--- src/rtl/enc8b10b_rd_ctrl.sv ---
// enc8b10b_rd_ctrl: 8b/10b lookup sequencer for a JESD204B transmit lane.
// Bytes enter through a valid/ready port, pass through an address stage (A)
// and a lookup stage (L) that waits on the RD-/RD+ symbol ROMs, and land in
// an output register (O). O picks the symbol for the current running
// disparity and updates RD from the ones count of the chosen symbol.
//
// Optional feature macro: ENC_DISP_CHECK_EN
//   defined   - a symbol whose ones count does not fit the current RD raises
//               o_disp_error and leaves RD unchanged.
//   undefined - o_disp_error stays 0; RD follows the sign of (ones - 5).
module enc8b10b_rd_ctrl #(
    parameter bit RD_INIT    = 1'b0,  // RD after reset (0 = RD-, 1 = RD+)
    parameter bit ERR_STICKY = 1'b0   // 1 = error flags accumulate until reset
) (
    input  logic       clk,
    input  logic       rst,
    input  logic [7:0] i_data,
    input  logic       i_k,
    input  logic       i_valid,
    output logic       o_ready,
    output logic [7:0] rom_addr,
    output logic       rom_rd_en,
    output logic       rom_k,
    input  logic [9:0] rdm_out,
    input  logic       rdm_k_error,
    input  logic [9:0] rdp_out,
    input  logic       rdp_k_error,
    output logic [9:0] o_symbol,
    output logic       o_valid,
    input  logic       i_ready,
    output logic       o_rd,
    output logic       o_k_error,
    output logic       o_disp_error
);

    // A stage: byte waiting to be addressed into the ROMs
    logic       a_v_q, a_v_d;
    logic [7:0] a_byte_q, a_byte_d;
    logic       a_k_q, a_k_d;
    // L stage: byte whose lookup result sits on the ROM outputs
    logic       l_v_q, l_v_d;
    logic [7:0] l_byte_q, l_byte_d;
    logic       l_k_q, l_k_d;
    // O stage: presented symbol, flags and running disparity
    logic       o_valid_q, o_valid_d;
    logic [9:0] o_symbol_q, o_symbol_d;
    logic       o_k_err_q, o_k_err_d;
    logic       o_disp_err_q, o_disp_err_d;
    logic       o_rd_q, o_rd_d;

    logic       capture;
    logic       rd_en;
    logic       ready;
    logic       accept;
    logic [9:0] sel;
    logic       kerr;
    logic       derr;
    logic       rd_nxt;
    logic [3:0] pop;

    function automatic logic [3:0] ones10(input logic [9:0] v);
        logic [3:0] n;
        n = '0;
        for (int i = 0; i < 10; i++) n = n + {3'b000, v[i]};
        return n;
    endfunction

    // Pipeline handshake: O frees, then L drains into O, then A into L.
    // The ROM address follows L while L is stuck so the K-error path,
    // which resamples every cycle, keeps describing the byte in L.
    always_comb begin
        capture = l_v_q & (~o_valid_q | i_ready);
        rd_en   = ~rst & a_v_q & (~l_v_q | capture);
        ready   = ~rst & (~a_v_q | rd_en);
        accept  = i_valid & ready;
        rom_addr = (l_v_q & ~capture) ? l_byte_q : a_byte_q;
    end

    assign o_ready      = ready;
    assign rom_rd_en    = rd_en;
    assign rom_k        = l_k_q;
    assign o_symbol     = o_symbol_q;
    assign o_valid      = o_valid_q;
    assign o_rd         = o_rd_q;
    assign o_k_error    = o_k_err_q;
    assign o_disp_error = o_disp_err_q;

    // Symbol selection by current RD and the RD / error decision for it
    always_comb begin
        sel    = o_rd_q ? rdp_out : rdm_out;
        kerr   = l_k_q & (o_rd_q ? rdp_k_error : rdm_k_error);
        pop    = ones10(sel);
        rd_nxt = o_rd_q;
        derr   = 1'b0;
        if (!kerr) begin
`ifdef ENC_DISP_CHECK_EN
            // Only a balanced symbol or a +/-1 swing against the current RD
            // is legal; anything else is reported and RD is left alone.
            case (pop)
                4'd5: rd_nxt = o_rd_q;
                4'd6: begin
                    if (!o_rd_q) rd_nxt = 1'b1;
                    else         derr   = 1'b1;
                end
                4'd4: begin
                    if (o_rd_q) rd_nxt = 1'b0;
                    else        derr   = 1'b1;
                end
                default: derr = 1'b1;
            endcase
`else
            if (pop > 4'd5)      rd_nxt = 1'b1;
            else if (pop < 4'd5) rd_nxt = 1'b0;
`endif
        end
    end

    // Next state for the three stages
    always_comb begin
        a_v_d        = a_v_q;
        a_byte_d     = a_byte_q;
        a_k_d        = a_k_q;
        l_v_d        = l_v_q;
        l_byte_d     = l_byte_q;
        l_k_d        = l_k_q;
        o_valid_d    = o_valid_q;
        o_symbol_d   = o_symbol_q;
        o_k_err_d    = o_k_err_q;
        o_disp_err_d = o_disp_err_q;
        o_rd_d       = o_rd_q;

        if (accept) begin
            a_v_d    = 1'b1;
            a_byte_d = i_data;
            a_k_d    = i_k;
        end else if (rd_en) begin
            a_v_d = 1'b0;
        end

        if (rd_en) begin
            l_v_d    = 1'b1;
            l_byte_d = a_byte_q;
            l_k_d    = a_k_q;
        end else if (capture) begin
            l_v_d = 1'b0;
        end

        if (capture) begin
            o_valid_d  = 1'b1;
            o_symbol_d = sel;
            o_rd_d     = rd_nxt;
            if (ERR_STICKY) begin
                o_k_err_d    = o_k_err_q | kerr;
                o_disp_err_d = o_disp_err_q | derr;
            end else begin
                o_k_err_d    = kerr;
                o_disp_err_d = derr;
            end
        end else if (i_ready) begin
            o_valid_d = 1'b0;
        end
    end

    // State registers; reset discards everything in flight
    always_ff @(posedge clk) begin
        if (rst) begin
            a_v_q        <= 1'b0;
            a_byte_q     <= '0;
            a_k_q        <= 1'b0;
            l_v_q        <= 1'b0;
            l_byte_q     <= '0;
            l_k_q        <= 1'b0;
            o_valid_q    <= 1'b0;
            o_symbol_q   <= '0;
            o_k_err_q    <= 1'b0;
            o_disp_err_q <= 1'b0;
            o_rd_q       <= RD_INIT;
        end else begin
            a_v_q        <= a_v_d;
            a_byte_q     <= a_byte_d;
            a_k_q        <= a_k_d;
            l_v_q        <= l_v_d;
            l_byte_q     <= l_byte_d;
            l_k_q        <= l_k_d;
            o_valid_q    <= o_valid_d;
            o_symbol_q   <= o_symbol_d;
            o_k_err_q    <= o_k_err_d;
            o_disp_err_q <= o_disp_err_d;
            o_rd_q       <= o_rd_d;
        end
    end

endmodule

--- config.mk ---
export PLATFORM = sky130hd
export DESIGN_NAME = enc8b10b_rd_ctrl
export DESIGN_NICKNAME = d
export VERILOG_FILES = /design/src/rtl/enc8b10b_rd_ctrl.sv
export SDC_FILE = /design/constraint.sdc
export NUM_CORES = 1
export LEC_CHECK = 0
export CAP_MARGIN = 20
export CELL_PAD_IN_SITES_DETAIL_PLACEMENT = 0
export CELL_PAD_IN_SITES_GLOBAL_PLACEMENT = 1
export CORE_MARGIN = 2
export CORE_UTILIZATION = 37
export CTS_BUF_LIST = sky130_fd_sc_hd__clkbuf_2
export DETAILED_ROUTE_END_ITERATION = 12
export PLACE_DENSITY = 0.95
export SYNTH_ARGS = -nofsm -noshare
export SYNTH_HDL_FRONTEND = slang
export SYNTH_SLANG_ARGS = --single-unit
export TNS_END_PERCENT = 10
--- constraint.sdc ---
create_clock -name clk -period 7.3 [get_ports clk]
set_input_delay 0.73 -clock clk [delete_from_list [all_inputs] [get_ports clk]]
set_output_delay 0.73 -clock clk [all_outputs]
set_load 0.02 [all_outputs]
==> metrics.md <==
| Metric | Value |
|---|---|
| CP top delay family | `adder cells` |
| Drt drc | `0` |
| Routed len/inst | `12.4 um` |
| CTS tree | `done` |
| Crit path launch type | `register` |
| Initial antenna violation count | `0` |
| Gate Count Post-Synth | `171` |
| Synth Net Count | `214` |
| Crit path buf inv count | `3` |
| Final setup TNS | `0 ns` |
| Worst hold path class | `register to register` |
| Input/output buffers | `58` |
| CTS max path bufs | `2` |
| Num CTS Buffers | `5` |
| Hold Crit Endpoint | `rom_k` |
| Sequential area share after synthesis | `39.1%` |
| Outcome | `completed` |
| Number of cell rows | `24` |
| Critical Path RT | `7.60 ns` |
| Layout Nets | `270` |
| Slew @ Worst Pin | `0.658 ns` |
| Resize count post-CTS | `0` |
| Critical Path Most Common Cell | `fa_1` |
| DRT iter0 DRCs | `44` |
| Via count | `1,297` |
| Die ar. | `5130 um2` |
| DR vias/cell | `4.63` |
| Global Route Usage Sum | `14.6%` |
| FMAX | `0.239 GHz` |
| Clock Root Buffer | `clkbuf_2` |
| Peak supply drop | `133 uV` |
| Crit end category | `register` |
| Static Leak | `0.882 nW` |
| Most frequent cells in the layout | `clkdlybuf4s50_1, dfxtp_1, mux2_2` |
| Initial Util | `38.6%` |
| Setup violators final | `0` |
| Final ANT Viol Nets | `0` |
| GRT overflow | `0` |
| Slowest-stage cell, CP | `dfxtp_1` |
| Synth Cell Area | `1690 um2` |
| Fin. Hold Viols | `0` |
| Die X | `71.6 um` |
| Share of post-route cells with drive strength above 1 | `15.4%` |
| Reg2reg path depth | `13` |
| Largest net degree at the start of global routing | `37` |
| RSZ-0062 raised after global routing | `false` |
| R2r setup slk | `3.12 ns` |
| Syn-to-layout area delta | `37.1%` |
| Clk_lat worst skew | `0.37 ns` |
| Final GP Congestion | `0.797` |
| FF/Latch Area | `661 um2` |
| Cell area after layout | `2320 um2` |
| Critical path, cell by cell | `mux2_2 -> fa_1 -> inv_1 -> fa_1 -> fa_1 -> inv_1 -> ha_1 -> inv_1 -> fa_1 -> xor2_1 -> or2_2 -> a31o_2 -> a21oi_1` |
| Core area | `4380 um2` |
| Ys Warns | `0` |
| Largest stage delay, worst path | `0.74 ns` |
| Yosys reg bits | `33` |
| Hold Path Cell Cnt | `2` |
| Clk_skew | `0.0168 ns` |
| CTS sink count | `33` |
| Max-Cap Viols | `0` |
| Number of H-tree levels | `2` |
| First-pass GRT wire length | `5870 um` |
| Count of cell types in the netlist | `27` |
| Post-CTS Hold Buffers | `0` |
| Post-synth EDFFs | `0` |
| Final wirelength | `3470 um` |
| RR Startpoint | `o_rd` |
| Hpwl dp | `2580 um` |
| WP data arrival | `4.48 ns` |
| Setup CP Type | `register to register` |
| FILL cells | `416` |
| Crit-path max FO | `13` |
| Post-CTS setup buffers | `0` |
| Crit share post-route | `57.2%` |
| Power per cell area | `274 nW/um2` |
| Hold_sp | `a_k_q` |
| Placed inst area | `2280 um2` |
| Synth Area per Inst | `9.89 um2` |
| Pre-Repair DR Iteration Count | `4` |
| IO Pins | `60` |
| Antenna fix cells | `0` |
| Commonest non-fill, non-tap cell in the layout | `clkdlybuf4s50_1` |
| Synth async-reset ratio | `0%` |
| Multi-input logic area | `920 um2` |
| Synth Flop Type | `dfxtp_1` |
| Slew margin rel. | `56.1%` |
| FF-to-FF End | `o_rd` |
| Tmin final | `4.18 ns` |
| Die boundary height | `71.6 um` |
| Number of global-route vias before repair | `1,274` |
| Max-slew violations | `0` |
| CTS clk-pin slew, worst paths | `0.17 ns` |
cell usage after synthesis, types with 2 or more instances:
| master | number | area share (%) |
|---|---|---|
| mux2i_1 | 10 | 5.9 |
| dfxtp_1 | 33 | 39 |
| buf_4 | 2 | 0.89 |
| nand2_1 | 11 | 2.4 |
| buf_6 | 2 | 1.3 |
| clkbuf_1 | 2 | 0.44 |
| o21ai_0 | 9 | 2.7 |
| nor2_1 | 16 | 3.6 |
| nand2b_1 | 9 | 3.3 |
| a21oi_1 | 4 | 1.2 |
| buf_2 | 5 | 1.5 |
| ha_1 | 2 | 1.5 |
| nor2b_1 | 10 | 3.7 |
| inv_1 | 11 | 2.4 |
| mux2_2 | 23 | 15 |
| fa_1 | 6 | 7.1 |
| a211oi_1 | 6 | 2.7 |
stage by stage:
stage	setup WS (ns)	std cells	util [%]	hold WS [ns]	power, W
after floorplan	3.27	171	-	0.417	0.000464
after global placement	2.95	272	52.1	0.434	0.000543
after detailed placement	2.85	272	52.1	0.438	0.000556
after CTS	3.10	280	52.9	0.476	0.000642
after global routing	2.93	280	52.9	0.504	0.000707
final	3.12	280	52.9	0.468	0.000635
sequential cells by signal, summed over array words and instances, names as in the netlist:
register and cells:
rom_k 1, l_v_q 1, l_byte_q 8, a_v_q 1, a_byte_q 8, o_rd 1, o_valid 1, o_k_error 1
o_symbol 10, a_k_q 1
per-layer routing:
metal	vias up	global-route usage (%)	wire, um
met5	-	0	0
met3	6	4.22	133
li1	674	-	-
met4	0	4.19	44
met2	28	25.0	1790
met1	589	17.7	1500
cell type report:
cell class                      count  area share [%]
Clock inverter                      3           0.539
Clock buffer                        5            1.08
Inverter                           11            1.78
Timing Repair Buffer               60            25.7
Sequential cell                    33            28.5
Multi-Input combinational cell    116            39.6
Tap cell                           52            2.80
power by group:
group          internal, W  switching [W]  total [W]
Clock            0.0000209      0.0000613  0.0000823
Sequential        0.000193      0.0000191   0.000212
Combinational     0.000175       0.000166   0.000341
Total             0.000388       0.000246   0.000635
logic make-up (layout without fill, tap and decap cells):
| group | Yosys count | count (layout) | share of synthesized area, % |
|---|---|---|---|
| simple gates | 52 | 52 | 16.4 |
| mux | 33 | 33 | 21.2 |
| flops | 33 | 33 | 39.1 |
| buf+inv | 22 | 79 | 6.58 |
| compound gates | 21 | 21 | 7.40 |
| fa+ha+maj | 8 | 8 | 8.58 |
| other cells | 1 | 1 | 0.222 |
| xor+xnor | 1 | 1 | 0.518 |
worst reg2reg max path, stage by stage (launching register included):
cell	delay, ns
dfxtp_1	0.74
mux2_2	0.44
fa_1	0.54
inv_1	0.05
fa_1	0.50
fa_1	0.41
inv_1	0.07
ha_1	0.15
inv_1	0.05
fa_1	0.38
xor2_1	0.16
or2_2	0.27
a31o_2	0.24
a21oi_1	0.13
how the worst max path moves through the flow:
stage                     startpoint   end  slack [ns]  cells past startpoint
after floorplan                 o_rd  o_rd        3.27                     14
after CTS                       o_rd  o_rd        3.10                     13
after global placement    rdp_out[5]  o_rd        2.95                     14
after detailed placement  rdm_out[5]  o_rd        2.85                     14
final                           o_rd  o_rd        3.12                     13
after global routing            o_rd  o_rd        2.93                     13
Note: power is estimated with default switching activity, not from simulation.
